`config.mk`:
```
export PLATFORM = sky130hd
export DESIGN_NAME = multi_blink_generator
export DESIGN_NICKNAME = d
export VERILOG_FILES = /design/src/rtl/multi_blink_generator.sv
export SDC_FILE = /design/constraint.sdc
export NUM_CORES = 1
export LEC_CHECK = 0
export ABC_AREA = 0
export BUFFER_PORTS_ARGS = -buffer_cell sky130_fd_sc_hd__buf_2
export CAP_MARGIN = 10
export CORE_UTILIZATION = 40
export CTS_BUF_LIST = sky130_fd_sc_hd__clkbuf_8
export DETAILED_ROUTE_END_ITERATION = 12
export PLACE_DENSITY_LB_ADDON = 0.3
export SYNTH_ARGS = -nofsm -noshare
export SYNTH_HDL_FRONTEND = slang
export SYNTH_SLANG_ARGS = --single-unit
```
`constraint.sdc`:
```
create_clock -name clk -period 5.05 [get_ports clk]
set_input_delay 1.515 -clock clk [delete_from_list [all_inputs] [get_ports clk]]
set_output_delay 1.515 -clock clk [all_outputs]
set_load 0.02 [all_outputs]
```
`src/rtl/multi_blink_generator.sv`:
```
// Multi-channel blink/pulse generator: each channel runs an independent ON/OFF
// cycle with lengths and burst count latched at start.
module multi_blink_generator #(
    parameter int unsigned CHANNELS    = 4,
    parameter int unsigned CNT_W       = 8,
    parameter int unsigned BURST_W     = 4,
    parameter bit          ACTIVE_HIGH = 1'b1
) (
    input  logic                clk,
    input  logic                reset,
    input  logic [CHANNELS-1:0] start,
    input  logic [CHANNELS-1:0] stop,
    input  logic [CNT_W-1:0]    on_len,
    input  logic [CNT_W-1:0]    off_len,
    input  logic [BURST_W-1:0]  burst,
    output logic [CHANNELS-1:0] out,
    output logic [CHANNELS-1:0] busy,
    output logic [CHANNELS-1:0] done
);

    localparam logic ACT_LVL   = ACTIVE_HIGH;
    localparam logic INACT_LVL = !ACTIVE_HIGH;

    typedef enum logic [1:0] {
        S_IDLE = 2'd0,
        S_ON   = 2'd1,
        S_OFF  = 2'd2
    } state_t;

    // Zero lengths run as one cycle so a phase always has an end.
    logic [CNT_W-1:0] on_eff_c;
    logic [CNT_W-1:0] off_eff_c;

    assign on_eff_c  = (on_len  == '0) ? CNT_W'(1) : on_len;
    assign off_eff_c = (off_len == '0) ? CNT_W'(1) : off_len;

    for (genvar i = 0; i < int'(CHANNELS); i++) begin : g_ch
        state_t             state_q, state_d;
        logic [CNT_W-1:0]   cnt_q, cnt_d;
        logic [CNT_W-1:0]   on_q, on_d;
        logic [CNT_W-1:0]   off_q, off_d;
        logic [BURST_W-1:0] rem_q, rem_d;
        logic               out_q, out_d;
        logic               busy_q, busy_d;
        logic               done_q, done_d;

        // Next-state and registered-output decode; rem_q==0 means continuous.
        always_comb begin
            state_d = state_q;
            cnt_d   = cnt_q;
            on_d    = on_q;
            off_d   = off_q;
            rem_d   = rem_q;
            done_d  = 1'b0;

            case (state_q)
                S_IDLE: begin
                    if (start[i]) begin
                        state_d = S_ON;
                        cnt_d   = '0;
                        on_d    = on_eff_c;
                        off_d   = off_eff_c;
                        rem_d   = burst;
                    end
                end
                S_ON: begin
                    if (cnt_q == on_q - CNT_W'(1)) begin
                        state_d = S_OFF;
                        cnt_d   = '0;
                    end else begin
                        cnt_d = cnt_q + CNT_W'(1);
                    end
                end
                S_OFF: begin
                    if (cnt_q == off_q - CNT_W'(1)) begin
                        cnt_d = '0;
                        if (rem_q == '0) begin
                            state_d = S_ON;
                        end else if (rem_q == BURST_W'(1)) begin
                            state_d = S_IDLE;
                            rem_d   = '0;
                            done_d  = 1'b1;
                        end else begin
                            state_d = S_ON;
                            rem_d   = rem_q - BURST_W'(1);
                        end
                    end else begin
                        cnt_d = cnt_q + CNT_W'(1);
                    end
                end
                default: begin
                    state_d = S_IDLE;
                    cnt_d   = '0;
                end
            endcase

            // Abort wins over everything, including a same-cycle start.
            if (stop[i]) begin
                state_d = S_IDLE;
                cnt_d   = '0;
                rem_d   = '0;
                done_d  = 1'b0;
            end

            out_d  = (state_d == S_ON) ? ACT_LVL : INACT_LVL;
            busy_d = (state_d != S_IDLE);
        end

        always_ff @(posedge clk or negedge reset) begin
            if (!reset) begin
                state_q <= S_IDLE;
                cnt_q   <= '0;
                on_q    <= '0;
                off_q   <= '0;
                rem_q   <= '0;
                out_q   <= INACT_LVL;
                busy_q  <= 1'b0;
                done_q  <= 1'b0;
            end else begin
                state_q <= state_d;
                cnt_q   <= cnt_d;
                on_q    <= on_d;
                off_q   <= off_d;
                rem_q   <= rem_d;
                out_q   <= out_d;
                busy_q  <= busy_d;
                done_q  <= done_d;
            end
        end

        assign out[i]  = out_q;
        assign busy[i] = busy_q;
        assign done[i] = done_q;
    end

endmodule

```
==> tab_implementation.tex <==
\begin{tabular}{lr}
\hline
Metric & Value \\
\hline
\multicolumn{2}{l}{\textbf{Setup path}} \\
\quad Worst EP required & between 5 and 6 ns \\
\quad FF-to-FF Start & g\_ch[3].on\_q[0] \\
\quad Length in cells of the worst reg-to-reg path & 8 \\
\quad Arrival time at the worst endpoint & roughly 3.2 ns \\
\quad Worst reg2reg path endpoint & g\_ch[3].cnt\_q[3] \\
\quad Maximum fanout along the worst path & 6 \\
\quad Critical path launch point type & flop \\
\quad Critical path start-end classification & reg -> reg \\
\quad Category of the worst setup path capture point & flop \\
\quad Worst R2R Setup Slack & 2.20 ns \\
\multicolumn{2}{l}{\textbf{Clocking}} \\
\quad Clock slew at the register clock pins of the worst setup and hold paths & 0.07 ns \\
\quad H-tree Lvls & 4 \\
\quad Clock Tree Root & sky130\_fd\_sc\_hd\_\_clkbuf\_8 \\
\quad Source-to-sink clock delay at the later pin of the worst-skew pair & 0.45 ns \\
\quad Post-CTS setup repair buffer count & 0 \\
\quad Clock Path Buffers & 2 \\
\quad Count of hold buffers inserted by post-cts repair & 0 \\
\quad Cells resized by post-CTS repair & 0 \\
\quad CTS tree & yes \\
\quad Number of clock buffers inserted by TritonCTS & 17 \\
\quad CTS Sinks & 132 \\
\multicolumn{2}{l}{\textbf{Die}} \\
\quad Number of standard-cell rows in the floorplan & 52 \\
\quad Die area & 0.0218 mm² \\
\quad Die Span X & 148 µm \\
\quad Die extent in y & 148 µm \\
\quad Core box area & 0.0206 mm² \\
\quad I/O pin total & 42 \\
\quad Starting density of the core & 41.4\% \\
\multicolumn{2}{l}{\textbf{Timing}} \\
\quad Fin Clk Skew & between 0.01 and 0.015 ns \\
\quad Setup TNS & 0 ns \\
\quad Crit path time final & between 2 and 3 ns \\
\quad Transition time of the tightest slew-check pin & 0.881 ns \\
\quad Number of max-slew violations in the final report & 0 \\
\quad Worst relative slew slack & 40.8\% \\
\quad Hold Slack & 0.524 ns \\
\quad Count of endpoints failing setup in the final report & 0 \\
\quad Highest clock frequency the design can meet & 0.351 GHz \\
\quad Setup repair after global routing missed its margin & no \\
\quad Endpoints failing hold & 0 \\
\quad Final worst-path cycle share & approximately 56\% \\
\multicolumn{2}{l}{\textbf{Power}} \\
\quad Leakage power summed over all cells & 4.01 nW \\
\quad Total power density per cell area & 302 mW/mm² \\
\quad Proportion of total power due to net switching & 31.9\% \\
\quad Net Switching & 0.885 mW \\
\quad Final Total Pwr & 2.78 mW \\
\quad Maximum VDD drop & approximately 0.00016 V \\
\quad Internal power contribution & 1.89 mW \\
\quad Part of the total power dissipated in the clock network & between 20 and 30\% \\
\quad Relative contribution of sequential cells to total power & 46.7\% \\
\quad Relative contribution of combinational cells to total power & 23.6\% \\
\multicolumn{2}{l}{\textbf{Synth}} \\
\quad Number of flip-flops and latches in the synthesized netlist & 132 \\
\quad Number of nets produced by synthesis & 975 \\
\quad Netlist cell types & 76 \\
\quad Commonest register cell after synthesis & sky130\_fd\_sc\_hd\_\_dfrtp\_1 \\
\quad Share of the synthesized area in the top cell type & a little under 40\% \\
\quad Post-synth EDFFs & 0 \\
\quad Ys Warns & 0 \\
\quad Avg Cell Area, Syn & 9.35 µm² \\
\quad Total standard cell area after synthesis & between 0.008 and 0.009 mm² \\
\quad Synthesized instance count & around 910 \\
\quad Largest cells by area after synthesis & sky130\_fd\_sc\_hd\_\_dfrtp\_1 39\%, sky130\_fd\_sc\_hd\_\_mux2\_2 7.4\%, sky130\_fd\_sc\_hd\_\_ha\_1 5.3\% \\
\quad Sequential element share of the synthesized area & 38.9\% \\
\quad Share of flip-flops with an asynchronous set or reset after synthesis & between 90\% and 100\% \\
\quad Largest area contributor in the netlist & sky130\_fd\_sc\_hd\_\_dfrtp\_1 \\
\multicolumn{2}{l}{\textbf{Global routing}} \\
\quad Overall overflow remaining after global route & 0 \\
\quad Wire length of the first global-routing pass & approximately 32000 µm \\
\quad Initial antenna violation count & 0 \\
\quad Via count of the first global-routing pass & about 6300 \\
\quad Maximum number of pins on one net before global-route repair & 83 \\
\quad Overall global routing resource usage & 18.8\% \\
\multicolumn{2}{l}{\textbf{Detailed routing}} \\
\quad Post-detailed-route via-to-cell ratio & 5.41 \\
\quad First-pass iteration count of the detailed router & 5 \\
\quad Number of vias after detailed routing & approximately 6500 \\
\quad Remaining antenna violation count & 0 \\
\quad Routed wire per std cell & 15.9 µm \\
\quad Iteration-0 DRC Markers & 305 \\
\quad Post-Route WL & 19100 µm \\
\quad Remaining design rule violation count & 0 \\
\multicolumn{2}{l}{\textbf{Placement}} \\
\quad Gpl congestion & approximately 0.85 \\
\quad Placed Cells incl. Taps & 1173 \\
\quad Count of input and output buffers & 41 \\
\quad Cell area after placement & 0.00884 mm² \\
\quad Post-detailed-placement half-perimeter wirelength & 13700 µm \\
\multicolumn{2}{l}{\textbf{Cells and area}} \\
\quad Final antenna diode count & 0 \\
\quad Final layout net count & 989 \\
\quad Area added between synthesis and finish & 8.09\% \\
\quad Final instance area & about 0.0092 mm² \\
\quad Number of cells in the finished layout apart from fillers & 1202 \\
\quad Fraction of final layout cells with drive strength greater than 1 & between 15 and 20\% \\
\multicolumn{2}{l}{\textbf{Worst hold path}} \\
\quad Worst min-delay path class & reg -> reg \\
\quad Start point of the worst min-delay path & g\_ch[2].on\_q[7] \\
\quad Endpoint with the worst hold slack & g\_ch[2].on\_q[7] \\
\quad Cells on Worst Hold Path & 1 \\
\multicolumn{2}{l}{\textbf{Flow run}} \\
\quad Max Cap Viol & 0 \\
\multicolumn{2}{l}{\textbf{Run status}} \\
\quad Result of the run & completed \\
\hline
\end{tabular}
-- routing by layer --
layer	global-route usage, %	part of all wire [%]	up-vias
met3	3.61	2.6	15
met2	30.4	47	75
met4	5.72	1.5	0
li1	-	-	3221
met5	0	0	-
met1	25.5	48	3194
-- stage by stage --
step	util, %	setup WS [ns]
5_1_grt	44.7	1.97
3_5_place_dp	43.0	1.74
3_3_place_gp	43.0	1.79
6_report	44.7	2.20
4_1_cts	44.7	1.89
2_1_floorplan	-	2.21
-- sequential cells by signal, summed over array words and instances, names as in the netlist --
| name | count |
|---|---|
| g_ch.busy_q | 4 |
| g_ch.on_q | 32 |
| g_ch.off_q | 32 |
| g_ch.rem_q | 16 |
| g_ch.out_q | 4 |
| g_ch.cnt_q | 32 |
| g_ch.state_q | 8 |
| g_ch.done_q | 4 |
-- worst max-delay path: stages (launching register included) --
cell and delay, ns:
sky130_fd_sc_hd__dfrtp_1 0.45, sky130_fd_sc_hd__or4_1 0.59, sky130_fd_sc_hd__a2111oi_2 0.25, sky130_fd_sc_hd__nor2_1 0.10, sky130_fd_sc_hd__a2111oi_2 0.49, sky130_fd_sc_hd__nor2b_1 0.13, sky130_fd_sc_hd__o21a_1 0.25, sky130_fd_sc_hd__o21bai_1 0.36
sky130_fd_sc_hd__nor2_1 0.09
-- cell type report --
class                           instances  area [µm²]
Fill cell                            2025       11400
Multi-Input combinational cell        675        4770
Sequential cell                       132        3300
Tap cell                              270         338
Clock buffer                           21         289
Timing Repair Buffer                   44         231
Inverter                               53         199
Clock inverter                          7        60.1
-- layout by cell type (no fill, tap or decap), types with 14 or more instances in the layout --
master | netlist | routed
sky130_fd_sc_hd__dfrtp_1 | 132 | 132
sky130_fd_sc_hd__inv_1 | 53 | 55
sky130_fd_sc_hd__xnor2_1 | 48 | 48
sky130_fd_sc_hd__nor4_1 | 14 | 14
sky130_fd_sc_hd__mux2_2 | 56 | 56
sky130_fd_sc_hd__buf_2 | 1 | 41
sky130_fd_sc_hd__nand2b_1 | 20 | 20
sky130_fd_sc_hd__nor3_1 | 29 | 29
sky130_fd_sc_hd__nand2_1 | 64 | 64
sky130_fd_sc_hd__xor2_1 | 36 | 36
sky130_fd_sc_hd__clkbuf_8 | 0 | 21
sky130_fd_sc_hd__ha_1 | 36 | 36
sky130_fd_sc_hd__o21ai_0 | 31 | 31
sky130_fd_sc_hd__and3_1 | 14 | 14
sky130_fd_sc_hd__nand3_1 | 23 | 23
sky130_fd_sc_hd__nor2b_1 | 16 | 16
sky130_fd_sc_hd__nor2_1 | 75 | 75
sky130_fd_sc_hd__a21oi_1 | 43 | 43
-- worst max-delay path by stage --
stage | start | to | slack (ns)
6_report | g_ch[3].on_q[0] | g_ch[3].cnt_q[3] | 2.20
3_5_place_dp | stop[0] | g_ch[0].cnt_q[6] | 1.74
3_3_place_gp | stop[0] | g_ch[0].cnt_q[6] | 1.79
4_1_cts | g_ch[0].off_q[0] | g_ch[0].cnt_q[6] | 1.89
5_1_grt | g_ch[1].off_q[0] | g_ch[1].cnt_q[4] | 1.97
2_1_floorplan | start[3] | g_ch[3].rem_q[0] | 2.21
-- cell families (layout without fill, tap and decap cells) --
logic type	Yosys count	after routing	synth area share [%]
buf+inv	102	125	5.05
fa+ha+maj	37	37	5.42
xor+xnor	84	84	8.65
mux	69	69	8.96
compound gates	175	175	14.3
simple gates	310	310	18.7
flops	132	132	38.9
-- power by group through the flow --
| stage | Combinational (mW) | Sequential [mW] | Clock, mW |
|---|---|---|---|
| after global placement | 0.646 | 1.31 | 0 |
| after detailed placement | 0.660 | 1.32 | 0 |
| after global routing | 0.740 | 1.32 | 0.903 |
| final | 0.654 | 1.30 | 0.828 |
| after floorplan | 0.530 | 1.27 | 0 |
| after CTS | 0.664 | 1.30 | 0.853 |
-- synthesized netlist by cell type, drive strengths merged (3+ instances only) --
| master | number |
|---|---|
| or2 | 8 |
| mux2 | 57 |
| o21a | 3 |
| a211o | 8 |
| and4 | 3 |
| clkbuf | 33 |
| a31oi | 12 |
| nand3 | 23 |
| a21oi | 44 |
| a2111oi | 6 |
| nand2b | 20 |
| xnor2 | 48 |
| nor2b | 16 |
| o21ai | 33 |
| mux2i | 12 |
| nand3b | 8 |
| nor4 | 15 |
| ha | 36 |
| o22ai | 3 |
| or3 | 8 |
| and3 | 14 |
| a21o | 6 |
| inv | 53 |
| o211ai | 7 |
| and2 | 5 |
| a22o | 5 |
| a32oi | 3 |
| nand2 | 65 |
| a41oi | 3 |
| nand4 | 5 |
| buf | 16 |
| nor3 | 30 |
| nor2 | 75 |
| or4 | 6 |
| o21bai | 3 |
| dfrtp | 132 |
| a211oi | 12 |
| a221oi | 3 |
| a22oi | 4 |
| xor2 | 36 |
Power figures use the tool's default switching activity.
